--- src/rtl/ddsm_pkg.sv ---
// Shared definitions for the MASH 1-1-1 delta-sigma datapath (accumulator chain and ECN).
// Y range -3..+4 fits a 4-bit signed word without saturation.
package ddsm_pkg;

    localparam int Y_W   = 4;
    localparam int Y_MIN = -3;
    localparam int Y_MAX = 4;

    typedef struct packed {
        logic c1;
        logic c2;
        logic c3;
    } carry_t;

endpackage

--- src/rtl/mash_ecn_if.sv ---
// Sample-side bundle between the MASH accumulator chain and the ECN/divider word output.
// No backpressure: the source strobes i_en, the ECN answers with a one-cycle o_vld.
interface mash_ecn_if #(
    parameter int N_W = 8
);
    import ddsm_pkg::*;

    logic                  i_en;
    logic                  i_c1;
    logic                  i_c2;
    logic                  i_c3;
    logic [N_W-1:0]        i_nint;
    logic signed [Y_W-1:0] o_y;
    logic [N_W-1:0]        o_div;
    logic                  o_vld;

    modport master (
        output i_en, i_c1, i_c2, i_c3, i_nint,
        input  o_y, o_div, o_vld
    );

    modport slave (
        input  i_en, i_c1, i_c2, i_c3, i_nint,
        output o_y, o_div, o_vld
    );

endinterface

--- src/rtl/mash_ecn_diff.sv ---
// Enable-gated first difference of a 1-bit stream: o_d = a - a_prev (2-bit signed, -1..1).
// Combinational output; history advances only on i_en, no backpressure.
module mash_ecn_diff (
    input  logic              i_clk,
    input  logic              i_rst_n,
    input  logic              i_en,
    input  logic              i_a,
    output logic signed [1:0] o_d
);

    logic r_prev;

    always_ff @(posedge i_clk or negedge i_rst_n) begin
        if (!i_rst_n) begin
            r_prev <= 1'b0;
        end else if (i_en) begin
            r_prev <= i_a;
        end
    end

    assign o_d = $signed({1'b0, i_a}) - $signed({1'b0, r_prev});

endmodule

--- src/rtl/mash_ecn.sv ---
// MASH 1-1-1 error-cancellation network: y = a1 + (1-z^-1)a2 + (1-z^-1)^2 a3, div = nint + y.
// Latency 1 cycle from i_en to o_vld; no backpressure, state holds while i_en is low.
module mash_ecn
    import ddsm_pkg::*;
#(
    parameter int N_W   = 8,
    parameter bit ALIGN = 1'b0
) (
    input logic       i_clk,
    input logic       i_rst_n,
    mash_ecn_if.slave s_if
);

    carry_t                w_c;
    carry_t                w_a;
    logic signed [1:0]     w_d2;
    logic signed [1:0]     w_d3;
    logic signed [1:0]     r_d3_prev;
    logic signed [2:0]     w_dd3;
    logic signed [Y_W-1:0] w_y;
    logic [N_W-1:0]        w_div;
    logic signed [Y_W-1:0] r_y;
    logic [N_W-1:0]        r_div;
    logic                  r_vld;

    assign w_c = {s_if.i_c1, s_if.i_c2, s_if.i_c3};

    // Pipelined MASH delivers c1 two samples early and c2 one sample early relative to c3.
    generate
        if (ALIGN) begin : g_align
            logic [1:0] r_c1_dly;
            logic       r_c2_dly;

            always_ff @(posedge i_clk or negedge i_rst_n) begin
                if (!i_rst_n) begin
                    r_c1_dly <= 2'b00;
                    r_c2_dly <= 1'b0;
                end else if (s_if.i_en) begin
                    r_c1_dly <= {r_c1_dly[0], w_c.c1};
                    r_c2_dly <= w_c.c2;
                end
            end

            assign w_a = {r_c1_dly[1], r_c2_dly, w_c.c3};
        end else begin : g_direct
            assign w_a = w_c;
        end
    endgenerate

    mash_ecn_diff u_diff_c2 (
        .i_clk   (i_clk),
        .i_rst_n (i_rst_n),
        .i_en    (s_if.i_en),
        .i_a     (w_a.c2),
        .o_d     (w_d2)
    );

    mash_ecn_diff u_diff_c3 (
        .i_clk   (i_clk),
        .i_rst_n (i_rst_n),
        .i_en    (s_if.i_en),
        .i_a     (w_a.c3),
        .o_d     (w_d3)
    );

    always_ff @(posedge i_clk or negedge i_rst_n) begin
        if (!i_rst_n) begin
            r_d3_prev <= 2'sb00;
        end else if (s_if.i_en) begin
            r_d3_prev <= w_d3;
        end
    end

    // Second difference of c3: (a3 - a3_prev) - (a3_prev - a3_prev2), range -2..2.
    assign w_dd3 = $signed({w_d3[1], w_d3}) - $signed({r_d3_prev[1], r_d3_prev});

    assign w_y = $signed({{(Y_W-1){1'b0}}, w_a.c1})
               + $signed({{(Y_W-2){w_d2[1]}}, w_d2})
               + $signed({{(Y_W-3){w_dd3[2]}}, w_dd3});

    assign w_div = s_if.i_nint + {{(N_W-Y_W){w_y[Y_W-1]}}, w_y};

    always_ff @(posedge i_clk or negedge i_rst_n) begin
        if (!i_rst_n) begin
            r_y   <= '0;
            r_div <= '0;
            r_vld <= 1'b0;
        end else begin
            r_vld <= s_if.i_en;
            if (s_if.i_en) begin
                r_y   <= w_y;
                r_div <= w_div;
            end
        end
    end

    assign s_if.o_y   = r_y;
    assign s_if.o_div = r_div;
    assign s_if.o_vld = r_vld;

endmodule

--- src/flat_wrapper.sv ---
// flat-port wrapper written by rule: the top's interface ports become plain ports
module mash_ecn_flat import ddsm_pkg::*;
#(
    parameter int N_W   = 8,
    parameter bit ALIGN = 1'b0
)
  (i_clk, i_rst_n, s_if_i_en, s_if_i_c1, s_if_i_c2, s_if_i_c3, s_if_i_nint, s_if_o_y, s_if_o_div, s_if_o_vld);
  mash_ecn_if #(.N_W(N_W)) s_if_i ();
  input logic i_clk;
  input logic i_rst_n;
  input wire logic [$bits(s_if_i.i_en)-1:0] s_if_i_en;
  input wire logic [$bits(s_if_i.i_c1)-1:0] s_if_i_c1;
  input wire logic [$bits(s_if_i.i_c2)-1:0] s_if_i_c2;
  input wire logic [$bits(s_if_i.i_c3)-1:0] s_if_i_c3;
  input wire logic [$bits(s_if_i.i_nint)-1:0] s_if_i_nint;
  output wire logic [$bits(s_if_i.o_y)-1:0] s_if_o_y;
  output wire logic [$bits(s_if_i.o_div)-1:0] s_if_o_div;
  output wire logic [$bits(s_if_i.o_vld)-1:0] s_if_o_vld;
  assign s_if_i.i_en = s_if_i_en;
  assign s_if_i.i_c1 = s_if_i_c1;
  assign s_if_i.i_c2 = s_if_i_c2;
  assign s_if_i.i_c3 = s_if_i_c3;
  assign s_if_i.i_nint = s_if_i_nint;
  assign s_if_o_y = s_if_i.o_y;
  assign s_if_o_div = s_if_i.o_div;
  assign s_if_o_vld = s_if_i.o_vld;
  mash_ecn #(.N_W(N_W), .ALIGN(ALIGN)) u_core (.i_clk(i_clk), .i_rst_n(i_rst_n), .s_if(s_if_i));
endmodule
--- config.mk ---
export PLATFORM = sky130hd
export DESIGN_NAME = mash_ecn_flat
export DESIGN_NICKNAME = d
export VERILOG_FILES = /design/src/rtl/ddsm_pkg.sv /design/src/rtl/mash_ecn_if.sv /design/src/rtl/mash_ecn_diff.sv /design/src/rtl/mash_ecn.sv /design/src/flat_wrapper.sv
export SDC_FILE = /design/constraint.sdc
export NUM_CORES = 1
export LEC_CHECK = 0
export BUFFER_PORTS_ARGS = -buffer_cell sky130_fd_sc_hd__clkbuf_2
export CORE_ASPECT_RATIO = 1.4
export CORE_MARGIN = 8
export CORE_UTILIZATION = 27
export DETAILED_ROUTE_END_ITERATION = 16
export MAX_ROUTING_LAYER = met4
export SLEW_MARGIN = 0
export SYNTH_ARGS = -nofsm -noshare
export SYNTH_HDL_FRONTEND = slang
export SYNTH_HIERARCHICAL = 1
export SYNTH_SLANG_ARGS = --single-unit
--- constraint.sdc ---
create_clock -name i_clk -period 7.3 [get_ports i_clk]
set_clock_uncertainty 0.2 [all_clocks]
set_input_delay 1.46 -clock i_clk [delete_from_list [all_inputs] [get_ports i_clk]]
set_output_delay 1.46 -clock i_clk [all_outputs]
set_load 0.01 [all_outputs]
==> flow_metrics.env <==
export IMPL_setup_tns_ns=0
export IMPL_seqCellArea_um2=425
export IMPL_start_kind="input pin"
export IMPL_cts_buffers=3
export IMPL_cts_setup_buffers=0
export IMPL_io_pins=27
export IMPL_cts_tree="built"
export IMPL_gp_congestion=0.787
export IMPL_synth_avg_cell_area_um2=11.4
export IMPL_multi_input_area_um2=626
export IMPL_cts_sinks=17
export IMPL_critPathMaxFanout=3
export IMPL_grt_first_pass_wirelength_um=3820
export IMPL_holdCritPathClass="reg -> reg"
export IMPL_die_w_um=70.5
export IMPL_r2r_setup_slack_ns=3.71
export IMPL_cts_resized_gates=0
export IMPL_synthCells=98
export IMPL_ant_nets=0
export IMPL_syn_nets=128
export IMPL_nets=157
export IMPL_relSlewSlack_pct=64.4
export IMPL_synth_ff_latch_count=17
export IMPL_drcViolationCount=0
export IMPL_grt_pass1_vias=882
export IMPL_report_final_slew_viol_count=0
export IMPL_hold_buffers=0
export IMPL_final_common_cell="clkbuf_2"
export IMPL_clockBufferDepth=2
export IMPL_power_density_nw_per_um2=373
export IMPL_period_needed_ns=4.54
export IMPL_num_rows=27
export IMPL_rsz0062_at_grt="no"
export IMPL_placed_cells=165
export IMPL_ys_seq_area_share_pct=37.9
export IMPL_timing_hold_ws_ns=0.308
export IMPL_grt_overflow=0
export IMPL_routed_via_density=4.62
export IMPL_clk_pin_slew_worst_paths_ns=0.07
export IMPL_core_um2=3950
export IMPL_fin_crit_sh_pct=62.3
export IMPL_cap_violations=0
export IMPL_place_area_um2=1290
export IMPL_synthesis_area_um2=1120
export IMPL_fillCellCount=410
export IMPL_drive_gt1_share_pct=36.5
export IMPL_critPathMaxStageDelay_ns=0.50
export IMPL_path_cells="clkbuf_2 -> inv_1 -> ha_1 -> inv_1 -> inv_1 -> ha_1 -> fa_1 -> fa_1 -> inv_1 -> fa_1 -> a21o_1 -> a21o_1 -> a21oi_1 -> nand4bb_1 -> nand4_1"
export IMPL_dieArea_um2=6500
export IMPL_synth_cell_types=25
export IMPL_num_vias=780
export IMPL_hpwl_um=1830
export IMPL_worstSetupEndpointType="flop"
export IMPL_fmax_mhz=220
export IMPL_start_util_pct=28.4
export IMPL_vdd_drop_max_mv=0.161
export IMPL_wire_per_inst_um=13.0
export IMPL_cp_slowest_cell="fa_1"
export IMPL_p_leak_nw=0.705
export IMPL_first_iter_violations=10
export IMPL_fin_cells=169
export IMPL_status="finished clean"
export IMPL_portBuffers=26
export IMPL_htreeDepth=1
export IMPL_routed_wl_um=2200
export IMPL_critical_path_arrival_ns=4.47
export IMPL_cp_data_required_time_ns=7.23
export IMPL_setup_viol=0
export IMPL_dieHeight_um=92.2
export IMPL_diodes=0
export IMPL_grt_usage_pct=7.35
export IMPL_cts_root_buffer="clkbuf_8"
export IMPL_fin_area_um2=1340
export IMPL_yosysWarnings=6
export IMPL_critPathKind="in -> reg"
export IMPL_clock_latency_ns=0.25
export IMPL_area_delta_synth_final_pct=19.6
export IMPL_antenna_found_initial=0
export IMPL_firstDrtPassIters=4
export IMPL_tightest_slew_ns=0.533
export IMPL_finalHoldViolCount=0
export IMPL_grt_max_degree=24
export IMPL_crit_path_frequent_cell="inv_1"
export IMPL_layout_common_cells="26 x clkbuf_2, 17 x dfrtp_1, 16 x inv_1"
critical path, delay by kind of cell:
kind / cells / cell delay, ns
AOI/OAI and AO/OA: 3 / 0.58
buffers and inverters: 5 / 0.28
and+or+nand+nor: 2 / 0.25
adders and majority gates: 5 / 1.90
cell families after synthesis:
| family | after synthesis | share of synthesized area, % |
|---|---|---|
| DFF | 17 | 37.9 |
| muxes | 13 | 14.1 |
| adders and majority gates | 16 | 20.5 |
| AOI/OAI and AO/OA | 13 | 8.26 |
| buffers and inverters | 18 | 6.25 |
| xor gates and xnor gates | 7 | 5.47 |
| and+or+nand+nor | 14 | 7.48 |
final cells by class:
class | count | share of cell area, %
Clock buffer | 3 | 3.08
Clock inverter | 1 | 0.373
Inverter | 16 | 4.48
Multi-Input combinational cell | 63 | 46.6
Sequential cell | 17 | 31.7
Tap cell | 43 | 4.01
Timing Repair Buffer | 26 | 9.70
stage by stage:
| stage | total power, mW | setup slack [ns] | util (%) |
|---|---|---|---|
| finish | 0.500 | 2.76 | 33.9 |
| detailed placement | 0.439 | 2.48 | 32.8 |
| global placement | 0.430 | 2.52 | 32.8 |
| CTS | 0.510 | 2.75 | 33.9 |
| floorplan | 0.357 | 2.82 | - |
| global route | 0.551 | 2.57 | 33.9 |
routing by layer:
layer / wire length (um) / track usage (%) / up-vias
li1: - / - / 387
met1: 921 / 7.61 / 377
met4: 9 / 2.52 / 0
met3: 112 / 2.27 / 2
met5: 0 / - / -
met2: 1150 / 12.8 / 14
synthesized netlist by cell type:
| master | n | area share (%) |
|---|---|---|
| a21o_1 | 4 | 2.7 |
| a21oi_1 | 4 | 1.8 |
| a21oi_2 | 1 | 0.78 |
| a31o_1 | 1 | 0.78 |
| a31oi_1 | 2 | 1.1 |
| a31oi_2 | 1 | 1.1 |
| and4_2 | 1 | 0.89 |
| buf_2 | 2 | 0.89 |
| dfrtp_1 | 17 | 38 |
| fa_1 | 4 | 7.1 |
| ha_1 | 12 | 13 |
| inv_1 | 16 | 5.4 |
| mux2_2 | 10 | 10 |
| mux2_4 | 3 | 4.0 |
| nand2_1 | 2 | 0.67 |
| nand2b_1 | 2 | 1.1 |
| nand3_1 | 1 | 0.45 |
| nand4_1 | 1 | 0.56 |
| nand4b_1 | 1 | 0.78 |
| nand4bb_1 | 1 | 1.0 |
| nor2_1 | 3 | 1.0 |
| nor2b_1 | 1 | 0.56 |
| nor3_1 | 1 | 0.45 |
| xnor2_1 | 5 | 3.9 |
| xor2_1 | 2 | 1.6 |
flip-flops by register name, indices dropped and copies added (netlist names):
name,cells
u_core/u_diff_c3/r_prev,1
u_core/r_d3_prev,2
u_core/s_if.o_y,4
u_core/u_diff_c2/r_prev,1
u_core/s_if.o_div,8
u_core/s_if.o_vld,1
path summary, 6_finish.rpt:
kind | from | end | cells past startpoint
max reg2reg | u_core/u_diff_c2/r_prev | u_core/s_if.o_div[6] | 13
min in group asynchronous | i_rst_n | u_core/s_if.o_y[0] | 1
min reg2reg | u_core/s_if.o_div[6] | u_core/s_if.o_div[6] | 2
max in group asynchronous | i_rst_n | u_core/s_if.o_div[4] | 1
min | u_core/s_if.o_div[6] | u_core/s_if.o_div[6] | 2
max | s_if_i_c2 | u_core/s_if.o_div[6] | 15
power breakdown:
group | internal [mW] | leakage (nW) | switching [mW]
Combinational | 0.139 | 0.480 | 0.142
Clock | 0.0378 | 0.0255 | 0.0312
Sequential | 0.132 | 0.200 | 0.0175
Total | 0.309 | 0.705 | 0.191
(Power assumes the default switching activity.)
